<file path="src/rtl/lsu_pkg.sv">
`default_nettype none
// +------------------------------------------------------------------+
// | Module : lsu_pkg                                                 |
// | Brief  : Shared constants, state encoding and decode helpers for |
// |          the load/store unit.                                    |
// | Rev    : 1.0 - initial release                                   |
// +------------------------------------------------------------------+
package lsu_pkg;

  // RV32 load/store funct3 encodings (stores reuse the signed codes)
  localparam logic [2:0] F3_B  = 3'b000;
  localparam logic [2:0] F3_H  = 3'b001;
  localparam logic [2:0] F3_W  = 3'b010;
  localparam logic [2:0] F3_BU = 3'b100;
  localparam logic [2:0] F3_HU = 3'b101;

  // Default MMIO window: one 256-byte page that only tolerates aligned accesses
  localparam logic [31:0] MMIO_BASE_DEFAULT = 32'h0010_0000;
  localparam logic [31:0] MMIO_MASK_DEFAULT = 32'hFFFF_FF00;

  typedef enum logic [1:0] {
    ST_IDLE = 2'd0,
    ST_ACC0 = 2'd1,
    ST_ACC1 = 2'd2,
    ST_DONE = 2'd3
  } lsu_state_e;

  // Access width in bytes; illegal codes fall into the word bucket and are
  // rejected separately by funct3_illegal.
  function automatic logic [2:0] size_bytes(input logic [2:0] funct3);
    case (funct3)
      F3_B, F3_BU: return 3'd1;
      F3_H, F3_HU: return 3'd2;
      default:     return 3'd4;
    endcase
  endfunction

  // Codes with no RV32 meaning, plus unsigned variants that stores lack
  function automatic logic funct3_illegal(input logic [2:0] funct3, input logic is_store);
    return (funct3[1:0] == 2'b11) || (funct3 == 3'b110) || (is_store && funct3[2]);
  endfunction

endpackage
`default_nettype wire

</file>
<file path="src/rtl/lsu_lane_align.sv">
`default_nettype none
// +------------------------------------------------------------------+
// | Module : lsu_lane_align                                          |
// | Brief  : Combinational byte-lane steering: byte selects and      |
// |          shifted store data for both halves of an access, plus   |
// |          merge and sign/zero extension of load data.             |
// | Rev    : 1.0 - initial release                                   |
// +------------------------------------------------------------------+
module lsu_lane_align
  import lsu_pkg::*;
(
  input  logic [2:0]  i_funct3,
  input  logic [1:0]  i_off,
  input  logic [31:0] i_wdata,
  input  logic [31:0] i_lo,
  input  logic [31:0] i_hi,
  output logic [3:0]  o_sel0,
  output logic [3:0]  o_sel1,
  output logic [31:0] o_wdata0,
  output logic [31:0] o_wdata1,
  output logic [31:0] o_load_data
);

  logic [3:0]  w_mask;
  logic [2:0]  w_hi_shift;
  logic [31:0] w_merged;

  // Lane masks/data for the low word (shift up by off) and the spill-over
  // into the next word (shift down by 4-off; off=0 shifts everything out).
  always_comb begin
    case (size_bytes(i_funct3))
      3'd1:    w_mask = 4'b0001;
      3'd2:    w_mask = 4'b0011;
      default: w_mask = 4'b1111;
    endcase
    w_hi_shift = 3'd4 - {1'b0, i_off};
    o_sel0     = w_mask << i_off;
    o_sel1     = w_mask >> w_hi_shift;
    o_wdata0   = i_wdata << {i_off, 3'b000};
    o_wdata1   = i_wdata >> {w_hi_shift, 3'b000};
  end

  // Load result: pick the bytes starting at off from the {hi,lo} pair, then
  // extend; funct3[2] selects zero extension.
  always_comb begin
    w_merged = 32'({i_hi, i_lo} >> {i_off, 3'b000});
    case (size_bytes(i_funct3))
      3'd1:    o_load_data = {{24{w_merged[7]  & ~i_funct3[2]}}, w_merged[7:0]};
      3'd2:    o_load_data = {{16{w_merged[15] & ~i_funct3[2]}}, w_merged[15:0]};
      default: o_load_data = w_merged;
    endcase
  end

endmodule
`default_nettype wire

</file>
<file path="src/rtl/load_store_unit.sv">
`default_nettype none
// +------------------------------------------------------------------+
// | Module : load_store_unit                                         |
// | Brief  : Data-memory initiator. One request per handshake, split |
// |          of misaligned accesses into two aligned word accesses,  |
// |          fault reporting and extended load data.                 |
// | Rev    : 1.0 - initial release                                   |
// +------------------------------------------------------------------+
module load_store_unit
  import lsu_pkg::*;
#(
  parameter bit          ALLOW_MISALIGNED = 1'b1,
  parameter logic [31:0] MMIO_BASE        = MMIO_BASE_DEFAULT,
  parameter logic [31:0] MMIO_MASK        = MMIO_MASK_DEFAULT
) (
  input  logic        clk,
  input  logic        rst,
  input  logic        req_valid,
  output logic        req_ready,
  input  logic        req_store,
  input  logic [2:0]  req_funct3,
  input  logic [31:0] req_addr,
  input  logic [31:0] req_wdata,
  output logic        resp_valid,
  output logic [31:0] resp_rdata,
  output logic        resp_fault,
  output logic        mem_read_en,
  output logic        mem_write_en,
  output logic [3:0]  mem_byte_sel,
  output logic [31:0] mem_addr,
  output logic [31:0] mem_wdata,
  input  logic [31:0] mem_rdata
);

  lsu_state_e  state_q, state_d;
  logic        store_q, store_d;
  logic [2:0]  funct3_q, funct3_d;
  logic [31:0] addr_q, addr_d;
  logic [31:0] wdata_q, wdata_d;
  logic [31:0] lo_q, lo_d;
  logic [31:0] hi_q, hi_d;
  logic        fault_q, fault_d;
  logic        split_q, split_d;
  logic [31:0] resp_rdata_q, resp_rdata_d;
  logic        resp_fault_q, resp_fault_d;

  logic [2:0]  w_req_end;
  logic        w_req_misaligned;
  logic        w_req_mmio;
  logic        w_req_fault;
  logic        w_req_split;
  logic [3:0]  w_sel0, w_sel1;
  logic [31:0] w_wdata0, w_wdata1;
  logic [31:0] w_load_data;
  logic [31:0] w_resp_data;
  logic [31:0] w_word_addr;

  // Classify the incoming request from the live request bus so the decision
  // is ready at the accept edge.
  always_comb begin
    w_req_end        = {1'b0, req_addr[1:0]} + size_bytes(req_funct3);
    w_req_misaligned = (w_req_end > 3'd4);
    w_req_mmio       = ((req_addr & MMIO_MASK) == MMIO_BASE);
    w_req_fault      = funct3_illegal(req_funct3, req_store) ||
                       (w_req_misaligned && (!ALLOW_MISALIGNED || w_req_mmio));
    w_req_split      = w_req_misaligned && !w_req_fault;
  end

  lsu_lane_align u_lane_align (
    .i_funct3    (funct3_q),
    .i_off       (addr_q[1:0]),
    .i_wdata     (wdata_q),
    .i_lo        (lo_q),
    .i_hi        (hi_q),
    .o_sel0      (w_sel0),
    .o_sel1      (w_sel1),
    .o_wdata0    (w_wdata0),
    .o_wdata1    (w_wdata1),
    .o_load_data (w_load_data)
  );

  // Stores and faults report zero data; the word-aligned base of the access.
  always_comb begin
    w_resp_data = (store_q || fault_q) ? 32'd0 : w_load_data;
    w_word_addr = {addr_q[31:2], 2'b00};
  end

  // Next-state and datapath updates: latch on accept, capture read data in
  // the access states, publish the response in DONE.
  always_comb begin
    state_d      = state_q;
    store_d      = store_q;
    funct3_d     = funct3_q;
    addr_d       = addr_q;
    wdata_d      = wdata_q;
    lo_d         = lo_q;
    hi_d         = hi_q;
    fault_d      = fault_q;
    split_d      = split_q;
    resp_rdata_d = resp_rdata_q;
    resp_fault_d = resp_fault_q;
    case (state_q)
      ST_IDLE: begin
        if (req_valid) begin
          store_d  = req_store;
          funct3_d = req_funct3;
          addr_d   = req_addr;
          wdata_d  = req_wdata;
          fault_d  = w_req_fault;
          split_d  = w_req_split;
          state_d  = w_req_fault ? ST_DONE : ST_ACC0;
        end
      end
      ST_ACC0: begin
        if (!store_q) lo_d = mem_rdata;
        state_d = split_q ? ST_ACC1 : ST_DONE;
      end
      ST_ACC1: begin
        if (!store_q) hi_d = mem_rdata;
        state_d = ST_DONE;
      end
      default: begin
        resp_rdata_d = w_resp_data;
        resp_fault_d = fault_q;
        state_d      = ST_IDLE;
      end
    endcase
  end

  // Port outputs decoded from state so that reset silences the memory bus
  // immediately; response fields hold their last value outside DONE.
  always_comb begin
    req_ready    = (state_q == ST_IDLE);
    resp_valid   = 1'b0;
    resp_rdata   = resp_rdata_q;
    resp_fault   = resp_fault_q;
    mem_read_en  = 1'b0;
    mem_write_en = 1'b0;
    mem_byte_sel = 4'b0000;
    mem_addr     = 32'd0;
    mem_wdata    = 32'd0;
    case (state_q)
      ST_ACC0: begin
        mem_read_en  = !store_q;
        mem_write_en = store_q;
        mem_byte_sel = w_sel0;
        mem_addr     = w_word_addr;
        mem_wdata    = w_wdata0;
      end
      ST_ACC1: begin
        mem_read_en  = !store_q;
        mem_write_en = store_q;
        mem_byte_sel = w_sel1;
        mem_addr     = w_word_addr + 32'd4;
        mem_wdata    = w_wdata1;
      end
      ST_DONE: begin
        resp_valid = 1'b1;
        resp_rdata = w_resp_data;
        resp_fault = fault_q;
      end
      default: ;
    endcase
  end

  // State and buffer registers with asynchronous reset.
  always_ff @(posedge clk or posedge rst) begin
    if (rst) begin
      state_q      <= ST_IDLE;
      store_q      <= 1'b0;
      funct3_q     <= 3'd0;
      addr_q       <= 32'd0;
      wdata_q      <= 32'd0;
      lo_q         <= 32'd0;
      hi_q         <= 32'd0;
      fault_q      <= 1'b0;
      split_q      <= 1'b0;
      resp_rdata_q <= 32'd0;
      resp_fault_q <= 1'b0;
    end else begin
      state_q      <= state_d;
      store_q      <= store_d;
      funct3_q     <= funct3_d;
      addr_q       <= addr_d;
      wdata_q      <= wdata_d;
      lo_q         <= lo_d;
      hi_q         <= hi_d;
      fault_q      <= fault_d;
      split_q      <= split_d;
      resp_rdata_q <= resp_rdata_d;
      resp_fault_q <= resp_fault_d;
    end
  end

endmodule
`default_nettype wire

</file>
<file path="config.mk">
export PLATFORM = sky130hd
export DESIGN_NAME = load_store_unit
export DESIGN_NICKNAME = d
export VERILOG_FILES = /design/src/rtl/lsu_pkg.sv /design/src/rtl/lsu_lane_align.sv /design/src/rtl/load_store_unit.sv
export SDC_FILE = /design/constraint.sdc
export NUM_CORES = 1
export LEC_CHECK = 0
export BUFFER_PORTS_ARGS = -buffer_cell sky130_fd_sc_hd__clkbuf_2
export CORE_AREA = 2 2 130 132
export CTS_CLUSTER_SIZE = 25
export DETAILED_ROUTE_END_ITERATION = 8
export DIE_AREA = 0 0 132 134
export PLACE_DENSITY_LB_ADDON = 0.08
export SETUP_SLACK_MARGIN = 0.4
export SLEW_MARGIN = 20
export SYNTH_ARGS = -nofsm -noshare
export SYNTH_HDL_FRONTEND = slang
export SYNTH_SLANG_ARGS = --single-unit
export TNS_END_PERCENT = 100
</file>
<file path="constraint.sdc">
create_clock -name clk -period 12.36 [get_ports clk]
set_input_delay 1.236 -clock clk [delete_from_list [all_inputs] [get_ports clk]]
set_output_delay 1.236 -clock clk [all_outputs]
set_load 0.02 [all_outputs]
</file>
==> impl_metrics.tcl, run 1 <==
set metrics [dict create \
    outcome "finished, final reports clean" \
    n_antenna_cell 0 \
    cts_buffer_depth 2 \
    die-area_um2 17690 \
    avgViaCountPerCell 6.278 \
    drt-total-wl_um 26950 \
    place.gp.congestion 0.9177 \
    ys_ff_latch 161 \
    grt_setup_unrepaired "no" \
    antenna_found_initial 0 \
    ys_seq_area_share_pct 41.63 \
    drive_gt1_share_pct 37.21 \
    worstSetupStartpointType "flop" \
    grt_pass1_wl_um 43360 \
    synthArstFlopShare_pct 100.0 \
    final_common_cell "clkbuf_2" \
    final_cell_mix "clkbuf_2, mux2_2, dfrtp_1" \
    slew-limit-headroom_pct 29.74 \
    drv_cap 0 \
    peakVddDrop_uv 205.0 \
    hp-class "reg -> reg" \
    avgSynthCellArea_um2 10.10 \
    row_count 47 \
    synthCells 958 \
    h-tree-depth 4 \
    cp-end-kind "output pin" \
    r2r_start "addr_q[0]" \
    synth_top_flop_cell "dfrtp_1" \
    yosys-top-cells-area "dfrtp_1, mux2_2, o21ai_0, mux2i_1, nand2_1" \
    fp.dieH_um 134 \
    synth-edff-count 0 \
    min_path_cells 1 \
    wl_per_cell_um 19.90 \
    synth_top_area_cell "dfrtp_1" \
    r2r_setup_slack_ps 9770 \
    holdWs_ps 493.9 \
    crit_arrival_ps 3880 \
    areaGrowthSynthToFinish_pct 17.91 \
    insertion_delay_ps 420 \
    slowest_stage "o21a_1" \
    post-route-period-util_pct 41.37 \
    grt_max_degree 83 \
    crit_type "reg -> out" \
    io_pins 208 \
    yosys.area.top_type_share_pct 41.63 \
    drc 0 \
    dr_total_vias 8501 \
    cts-root-buf "clkbuf_16" \
    cts_setup_buffers 0 \
    grt.overflow.total 0 \
    drt_pass1_iterations 6 \
    fmax_ghz 0.1956 \
    cts_num_sinks 161 \
    yosysWarnings 0 \
    first_iter_violations 649 \
    ant_nets 0 \
    start_util_pct 59.41 \
    tns_ps 0 \
    core_um2 16290 \
    setup_viol 0 \
    cts_resized 0 \
    skew_ps 7.269 \
    nets 1238 \
    grtUsageTotal_pct 30.81 \
    slew_viol_final 0 \
    grt_pass1_vias 8097 \
    io_buffers 205 \
    ys_types 61 \
    p_leak_nw 5.095 \
    syn_area_um2 9677 \
    die_x_um 132 \
    crit_start "addr_q[1]" \
    cts_tree "done" \
    worstPathRequired_ps 11120 \
    cpPeakStageDelay_ps 720 \
    crit_chain "buf_4 -> inv_1 -> ha_1 -> nor3_2 -> o21a_1 -> a22oi_1 -> a21oi_1 -> clkbuf_2" \
    clkTransAtPathRegs_ps 60 \
    fin_crit_ps 5113 \
    power_density_nw_per_um2 317.0 \
    post-dp-hpwl_um 18320 \
    cts_inserted_buffers 17 \
    worst_pin_slew_ps 1050 \
    hold_violations 0 \
    crit_fanout 70 \
    postCtsHoldBufs 0 \
    reg2reg_depth 6 \
    min_from "resp_rdata_q[15]" \
]
## registers in the layout, indices dropped and copies added (netlist names)
| name | cells |
|---|---|
| funct3_q | 3 |
| wdata_q | 32 |
| resp_fault_q | 1 |
| lo_q | 32 |
| addr_q | 32 |
| split_q | 1 |
| store_q | 1 |
| hi_q | 24 |
| resp_rdata_q | 32 |
| fault_q | 1 |
| state_q | 2 |
## final timing paths
path / to
worst min register to register: resp_rdata_q[15]
worst max-delay path: mem_wdata[10]
max in group asynchronous: resp_rdata_q[12]
worst max register to register: resp_rdata_q[31]
min in group asynchronous: wdata_q[0]
worst min-delay path: resp_rdata_q[15]
## Yosys cell counts, drive strengths merged, types with 3 or more instances
cell / number
mux2i: 29
a31oi: 9
nand4: 14
clkbuf: 47
a2111oi: 7
o211ai: 4
nor4: 8
nand2: 70
o2bb2ai: 7
nand2b: 5
a22o: 11
a211oi: 15
a41oi: 3
o221ai: 16
and2: 6
and3: 6
inv: 32
nor3: 9
ha: 11
a22oi: 32
nand3: 25
a21oi: 48
nor2: 51
or3: 3
buf: 25
nor2b: 18
o21ai: 59
dfrtp: 161
o31ai: 5
mux2: 160
nand3b: 3
or4: 4
a221o: 16
o22ai: 14
## kinds of logic (layout without fill, tap and decap cells)
logic type	after synthesis	in the layout	share of synthesized area, %
fa+ha+maj	12	12	1.629
mux	191	191	22.08
other cells	1	2	0.03875
flops	161	161	41.63
simple gates	228	228	12.09
xor+xnor	1	1	0.09053
compound gates	258	258	18.08
buf+inv	106	281	4.357
## per-layer routing
metal | part of all wire [%] | global-route usage [%] | vias up
li1 | - | - | 3907
met1 | 43 | 42.76 | 4163
met2 | 47 | 48.55 | 388
met3 | 7.8 | 7.294 | 43
met4 | 2.6 | 8.998 | 0
met5 | 0 | 0 | -
## critical path, delay by kind of cell (launching register included)
kind            cells  cell delay (ps)
compound gates      3             1110
fa+ha+maj           1              690
buf+inv             3             1030
flops               1              340
simple gates        1              270
## cell type report
class / instances / area (um2)
multi-input cells: 692 / 5235
well taps: 220 / 275.3
fillers: 1301 / 4880
inverters: 34 / 132.6
clock inverters: 10 / 158.9
flip-flops and latches: 161 / 4031
repair buffers: 217 / 1120
clock buffers: 20 / 456.7
## power by group
part / internal (mW) / switching [mW]
clock network: 0.346 / 0.212
logic: 0.809 / 1.20
registers: 0.788 / 0.264
## metrics by stage
stage | instance area [um2] | util [%] | power (mW) | setup slack [ps] | cells
after floorplan | 9681 | - | 2.465 | 6776 | 959
after global placement | 10790 | 66.24 | 2.989 | 7787 | 1324
after detailed placement | 10790 | 66.24 | 3.030 | 7677 | 1324
after CTS | 11410 | 70.02 | 3.605 | 7241 | 1354
after global routing | 11410 | 70.04 | 3.855 | 6899 | 1354
final | 11410 | 70.04 | 3.617 | 7247 | 1354
No activity file was read; power rests on OpenSTA's default activity.
==> run 2: changes to the inputs <==
--- a/config.mk
+++ b/config.mk
@@ -5,11 +5,12 @@
 export SDC_FILE = /design/constraint.sdc
 export NUM_CORES = 1
 export LEC_CHECK = 0
+export ABC_AREA = 1
 export BUFFER_PORTS_ARGS = -buffer_cell sky130_fd_sc_hd__clkbuf_2
-export CORE_AREA = 2 2 130 132
+export CORE_AREA = 2 2 140 142
 export CTS_CLUSTER_SIZE = 25
 export DETAILED_ROUTE_END_ITERATION = 8
-export DIE_AREA = 0 0 132 134
+export DIE_AREA = 0 0 142 144
 export PLACE_DENSITY_LB_ADDON = 0.08
 export SETUP_SLACK_MARGIN = 0.4
 export SLEW_MARGIN = 20
==> constraint.sdc (replaced) <==
create_clock -name clk -period 4.8 [get_ports clk]
set_input_delay 0.48 -clock clk [delete_from_list [all_inputs] [get_ports clk]]
set_output_delay 0.48 -clock clk [all_outputs]
set_load 0.02 [all_outputs]
==> run 2 against run 1 <==
Sequential power up 140%. Clock skew up 1.5 ps. Final cell count up 46%. Critical path type unchanged. First-iteration DRC count up 73%. Via count up 26%. Flip-flop and latch count unchanged. Largest power group unchanged. Non-clock buffer count down 1. Sequential share of layout area down 2.0 points. Power up 150%. Worst setup slack worse by 6400 ps. Register-to-register slack worse by 7500 ps. Critical endpoint is now mem_byte_sel[3]. Highest routed layer unchanged.
==> impl_metrics.tcl, run 2 <==
set metrics [dict create \
    outcome "finished, final reports clean" \
    finalPower_mw 8.877 \
    fmax_ghz 0.2511 \
    final_common_cell "nand2_1" \
    crit_type "reg -> out" \
    final_cell_mix "nand2_1, clkbuf_2, o21ai_0, inv_1, dfrtp_1" \
    start_util_pct 55.40 \
    cts_num_sinks 161 \
    fp.dieH_um 144 \
    grt_setup_unrepaired "no" \
    synthTopCellsByCount "nand2_1, inv_1, o21ai_0" \
    yosys-top-cells-area "dfrtp_1, nand2_1, o21ai_0, inv_1, nor2_1" \
    cts_tree "done" \
    first_iter_violations 1126 \
    clkTransAtPathRegs_ps 70 \
    slew-limit-headroom_pct 32.21 \
    synth_top_flop_cell "dfrtp_1" \
    crit_arrival_ps 3500 \
    skew_ps 8.730 \
    insertion_delay_ps 430 \
    io_buffers 205 \
    n_antenna_cell 0 \
    drt-total-wl_um 30420 \
    yosys.area.top_type_share_pct 38.12 \
    hp-class "in -> async" \
    peakVddDrop_uv 511.6 \
    yosysMostFrequentCell "nand2_1" \
    finish.utilization_pct 63.44 \
    slew_viol_final 0 \
    post-dp-hpwl_um 21390 \
    die_x_um 142 \
    cp-end-kind "output pin" \
    tns_ps 0 \
    hold_violations 0 \
    grt.overflow.total 0 \
    grt_pass1_vias 9285 \
    ant_nets 0 \
    die-area_um2 20450 \
    p_leak_nw 6.361 \
    synth_top_area_cell "dfrtp_1" \
    wl_per_cell_um 15.42 \
    drt_pass1_iterations 5 \
    ys_seq_area_share_pct 38.12 \
    row_count 51 \
    io_pins 208 \
    cp-endpoint "mem_byte_sel[3]" \
    synthCells 1584 \
    r2r_start "funct3_q[0]" \
    syn_area_um2 10570 \
    fin_crit_ps 3983 \
    core_um2 19080 \
    cts-root-buf "clkbuf_16" \
    antenna_found_initial 0 \
    power_density_nw_per_um2 733.4 \
    nFillCells 1846 \
    cts_inserted_buffers 17 \
    grtUsageTotal_pct 29.74 \
    crit_fanout 41 \
    r2r_setup_slack_ps 2290 \
    r2r-end "resp_rdata_q[13]" \
    place.gp.congestion 0.8941 \
    drv_cap 0 \
    h-tree-depth 4 \
    grt_max_degree 162 \
    cts_buffer_depth 2 \
    worstSetupStartpointType "flop" \
    holdWs_ps 245.1 \
    drc 0 \
    synth-edff-count 0 \
    nets 1838 \
    reg2reg_depth 9 \
    avgViaCountPerCell 5.432 \
    worstPathRequired_ps 4320 \
    drive_gt1_share_pct 16.77 \
    crit_start "addr_q[1]" \
    postCtsHoldBufs 0 \
    cts_setup_buffers 0 \
    cts_resized 0 \
    yosysWarnings 0 \
    ys_types 45 \
    dr_total_vias 10720 \
    ys_ff_latch 161 \
    areaGrowthSynthToFinish_pct 14.51 \
    setup_viol 0 \
    worst_pin_slew_ps 1015 \
    grt_pass1_wl_um 48500 \
    synthArstFlopShare_pct 100.0 \
    avgSynthCellArea_um2 6.673 \
    post-route-period-util_pct 82.98 \
]
run 2: changes by cell type after synthesis, sizes merged, moves of 18 or more:
cell    previous run  this run
nor2              51       110
o21ai             59       204
nand4             14        34
nand3             25        53
mux2i             29         0
inv               32       180
mux2             160         1
a22oi             32         3
o211ai             4        45
buf               25        52
nand2             70       596
nor2b             18         0
run 2: report_power, final:
part	total (mW)	internal [mW]	switching, mW
combinational	5.00	1.46	3.54
sequential	2.55	1.97	0.577
clock	1.33	0.690	0.640
total	8.88	4.12	4.76
run 2: cell families (layout without fill, tap and decap cells):
family / Yosys count / after routing / share of synthesized area, %
other: 1 / 2 / 0.03548
buffers and inverters: 280 / 430 / 11.14
multiplexers: 1 / 1 / 0.1065
AND/OR/NAND/NOR: 803 / 803 / 31.00
adder cells (fa/ha/maj): 12 / 12 / 1.491
flip-flops: 161 / 161 / 38.12
AO/OA/AOI/OAI: 326 / 326 / 18.11
run 2: worst max-delay path, cell delays in order, from the launching register on:
cell      delay, ps
dfrtp_1         830
inv_2           480
ha_1            450
inv_1            90
nand2_4         250
clkinv_1        370
a221oi_1        330
nor2_1           70
clkbuf_2        180
run 2: how the worst min path moves through the flow:
stage	to	slack, ps
finish	lo_q[2]	250
global route	wdata_q[31]	260
CTS	wdata_q[31]	240
detailed placement	resp_rdata_q[24]	470
global placement	resp_rdata_q[29]	460
floorplan	resp_rdata_q[15]	450
run 2: area by class of cell:
cell class / instances / area [um2] / share of cell area [%]
Clock buffer: 17 / 425.4 / 3.515
Clock inverter: 14 / 138.9 / 1.147
Inverter: 183 / 693.2 / 5.727
Multi-Input combinational cell: 1144 / 5378 / 44.43
Sequential cell: 161 / 4030 / 33.30
Tap cell: 238 / 297.8 / 2.460
Timing Repair Buffer: 216 / 1141 / 9.427
run 2: metrics by stage:
step	setup slack (ps)	cells	cell area [um2]
floorplan	2277	1585	10580
global placement	1361	1941	11510
detailed placement	1304	1941	11510
CTS	846.8	1972	12080
global route	470.0	1973	12100
finish	817.0	1973	12100
run 2: routing by layer:
layer | vias up | global-route usage [%] | wire (um)
met5 | - | 0 | 0
met4 | 0 | 7.474 | 462
met3 | 37 | 4.669 | 2213
met2 | 403 | 41.39 | 12610
met1 | 4913 | 47.75 | 15130
li1 | 5365 | - | -
==> run 3: changes to the inputs <==
--- a/config.mk
+++ b/config.mk
@@ -7,10 +7,10 @@
 export LEC_CHECK = 0
 export ABC_AREA = 1
 export BUFFER_PORTS_ARGS = -buffer_cell sky130_fd_sc_hd__clkbuf_2
-export CORE_AREA = 2 2 140 142
+export CORE_AREA = 2 2 147 149
 export CTS_CLUSTER_SIZE = 25
 export DETAILED_ROUTE_END_ITERATION = 8
-export DIE_AREA = 0 0 142 144
+export DIE_AREA = 0 0 149 151
 export PLACE_DENSITY_LB_ADDON = 0.08
 export SETUP_SLACK_MARGIN = 0.4
 export SLEW_MARGIN = 20
==> constraint.sdc (replaced) <==
create_clock -name clk -period 3.6 [get_ports clk]
set_input_delay 0.36 -clock clk [delete_from_list [all_inputs] [get_ports clk]]
set_output_delay 0.36 -clock clk [all_outputs]
set_load 0.02 [all_outputs]
==> run 3 against run 2 <==
Clock power grew 43%. Hold slack lost 170 ps. Cell area grew 1.7%. Clock-buffer cell count is the same. First-iteration DRC count shrank 22%. Combinational power grew 36%. Critical path depth grew 2. Utilization shrank 4.3 points. Sequential share of layout area shrank 0.55 points. Power grew 37%. Register-to-register slack lost 1100 ps. Critical endpoint is now mem_wdata[30]. Largest cell class unchanged. Highest routed layer unchanged.
==> impl_metrics.tcl, run 3 (synthesis results as in run 2) <==
set metrics [dict create \
    reg2reg_depth 5 \
    cp_num_buf_inv 5 \
    cts_tree "done" \
    fin_crit_ps 3019 \
    cp-endpoint "mem_wdata[30]" \
    grt_max_degree 79 \
    drt_pass1_iterations 7 \
    cp-end-kind "output pin" \
    crit_chain "inv_4 -> ha_1 -> inv_1 -> nand2_4 -> nand2_2 -> inv_2 -> o221ai_1 -> nand2_1 -> inv_1 -> clkbuf_2" \
    worstSetupStartpointType "flop" \
    skew_ps 12.76 \
    cts-root-buf "clkbuf_16" \
    core_um2 20820 \
    r2r_start "state_q[1]" \
    critPathTopFamily "buffers and inverters" \
    met3_wirelength_um 2498 \
    drv_cap 0 \
    drive_gt1_share_pct 17.62 \
    r2r_setup_slack_ps 1210 \
    dr_total_vias 10760 \
    crit_arrival_ps 2660 \
    grtUsageTotal_pct 28.54 \
    cts_inserted_buffers 17 \
    fp.dieH_um 151 \
    postCtsHoldBufs 0 \
    grt_pass1_vias 9569 \
    setup_viol 0 \
    hold_violations 0 \
    crit_fanout 23 \
    p_leak_nw 6.426 \
    io_buffers 205 \
    slew_viol_final 0 \
    insertion_delay_ps 440 \
    io_pins 208 \
    outcome "finished, final reports clean" \
    fmax_ghz 0.3312 \
    holdWs_ps 71.07 \
    slowest_stage "dfrtp_4" \
    peakVddDrop_uv 549.6 \
    grt.overflow.total 0 \
    start_util_pct 50.76 \
    die-area_um2 22500 \
    place.gp.congestion 0.9573 \
    post-route-period-util_pct 83.86 \
    drt-total-wl_um 31500 \
    antenna_found_initial 2 \
    tns_ps 0 \
    avgViaCountPerCell 5.317 \
    row_count 53 \
    post-dp-hpwl_um 22440 \
    nFillCells 2096 \
    final_cell_mix "nand2_1, clkbuf_2, o21ai_0" \
    hp-class "in -> async" \
    slew-limit-headroom_pct 30.42 \
    nets 1850 \
    power_density_nw_per_um2 984.6 \
    dr_wl_met2_um 13310 \
    wl_per_cell_um 15.56 \
    wl_met1_um 15090 \
    final_common_cell "nand2_1" \
    r2r-end "resp_rdata_q[6]" \
    clkTransAtPathRegs_ps 70 \
    crit_cells 10 \
    crit_type "reg -> out" \
    grt_setup_unrepaired "no" \
    cts_buffer_depth 2 \
    cpPeakStageDelay_ps 590 \
    first_iter_violations 883 \
    crit_path_frequent_cell "inv_1" \
    worst_pin_slew_ps 1037 \
    grt_pass1_wl_um 50760 \
    worstPathRequired_ps 3240 \
    finalWorstSetupSlack_ps 580.9 \
    h-tree-depth 4 \
    finish.utilization_pct 59.15 \
    preCtsSetupSlack_ps 720.1 \
    areaGrowthSynthToFinish_pct 16.51 \
    die_x_um 149 \
    ant_nets 0 \
    cts_num_sinks 161 \
    drc 0 \
    crit_start "addr_q[0]" \
    routed.top_layer "met4" \
]
## run 3: per-layer routing
| layer | vias to the layer above | global-route usage (%) |
|---|---|---|
| li1 | 5388 | - |
| met1 | 4889 | 43.72 |
| met5 | - | 0 |
| met3 | 44 | 5.452 |
| met2 | 441 | 41.01 |
| met4 | 0 | 7.810 |
## run 3: what timing repair did
action                                  CTS  global route
pin swaps                                 0             1
setup buffers                             0             5
endpoints found under the hold margin     0             0
gates resized for setup                   2             9
endpoints found under the setup margin   28            41
## run 3: worst min path at each step
| stage | endpoint | slack, ps | cells past startpoint |
|---|---|---|---|
| 3_3_place_gp | resp_rdata_q[10] | 460 | 2 |
| 4_1_cts | hi_q[3] | 90 | 2 |
| 2_1_floorplan | resp_rdata_q[15] | 450 | 2 |
| 6_report | hi_q[3] | 70 | 2 |
| 5_1_grt | hi_q[3] | 130 | 2 |
| 3_5_place_dp | resp_rdata_q[13] | 470 | 2 |
## run 3: power breakdown
part	internal [mW]	switching (mW)	total (mW)
clock	1.00	0.897	1.90
sequential	2.63	0.798	3.43
combinational	2.04	4.76	6.80
## run 3: layout make-up
cell class	instances	area (um2)	area share [%]
multi-input combinational	1144	5385	43.73
sequential	161	4033	32.74
timing repair buffer	228	1231	9.997
inverter	183	704.4	5.720
clock buffer	17	425.4	3.454
tap	275	344.1	2.794
clock inverter	15	190.2	1.544
antenna	1	2.502	0.02032
## run 3: through the flow
step	cells	power (mW)	instance area, um2
after floorplan	1585	8.222	10580
after global placement	1986	9.968	11620
after detailed placement	1986	10.04	11620
after CTS	2018	11.98	12240
after global routing	2023	13.18	12310
final	2024	12.13	12320
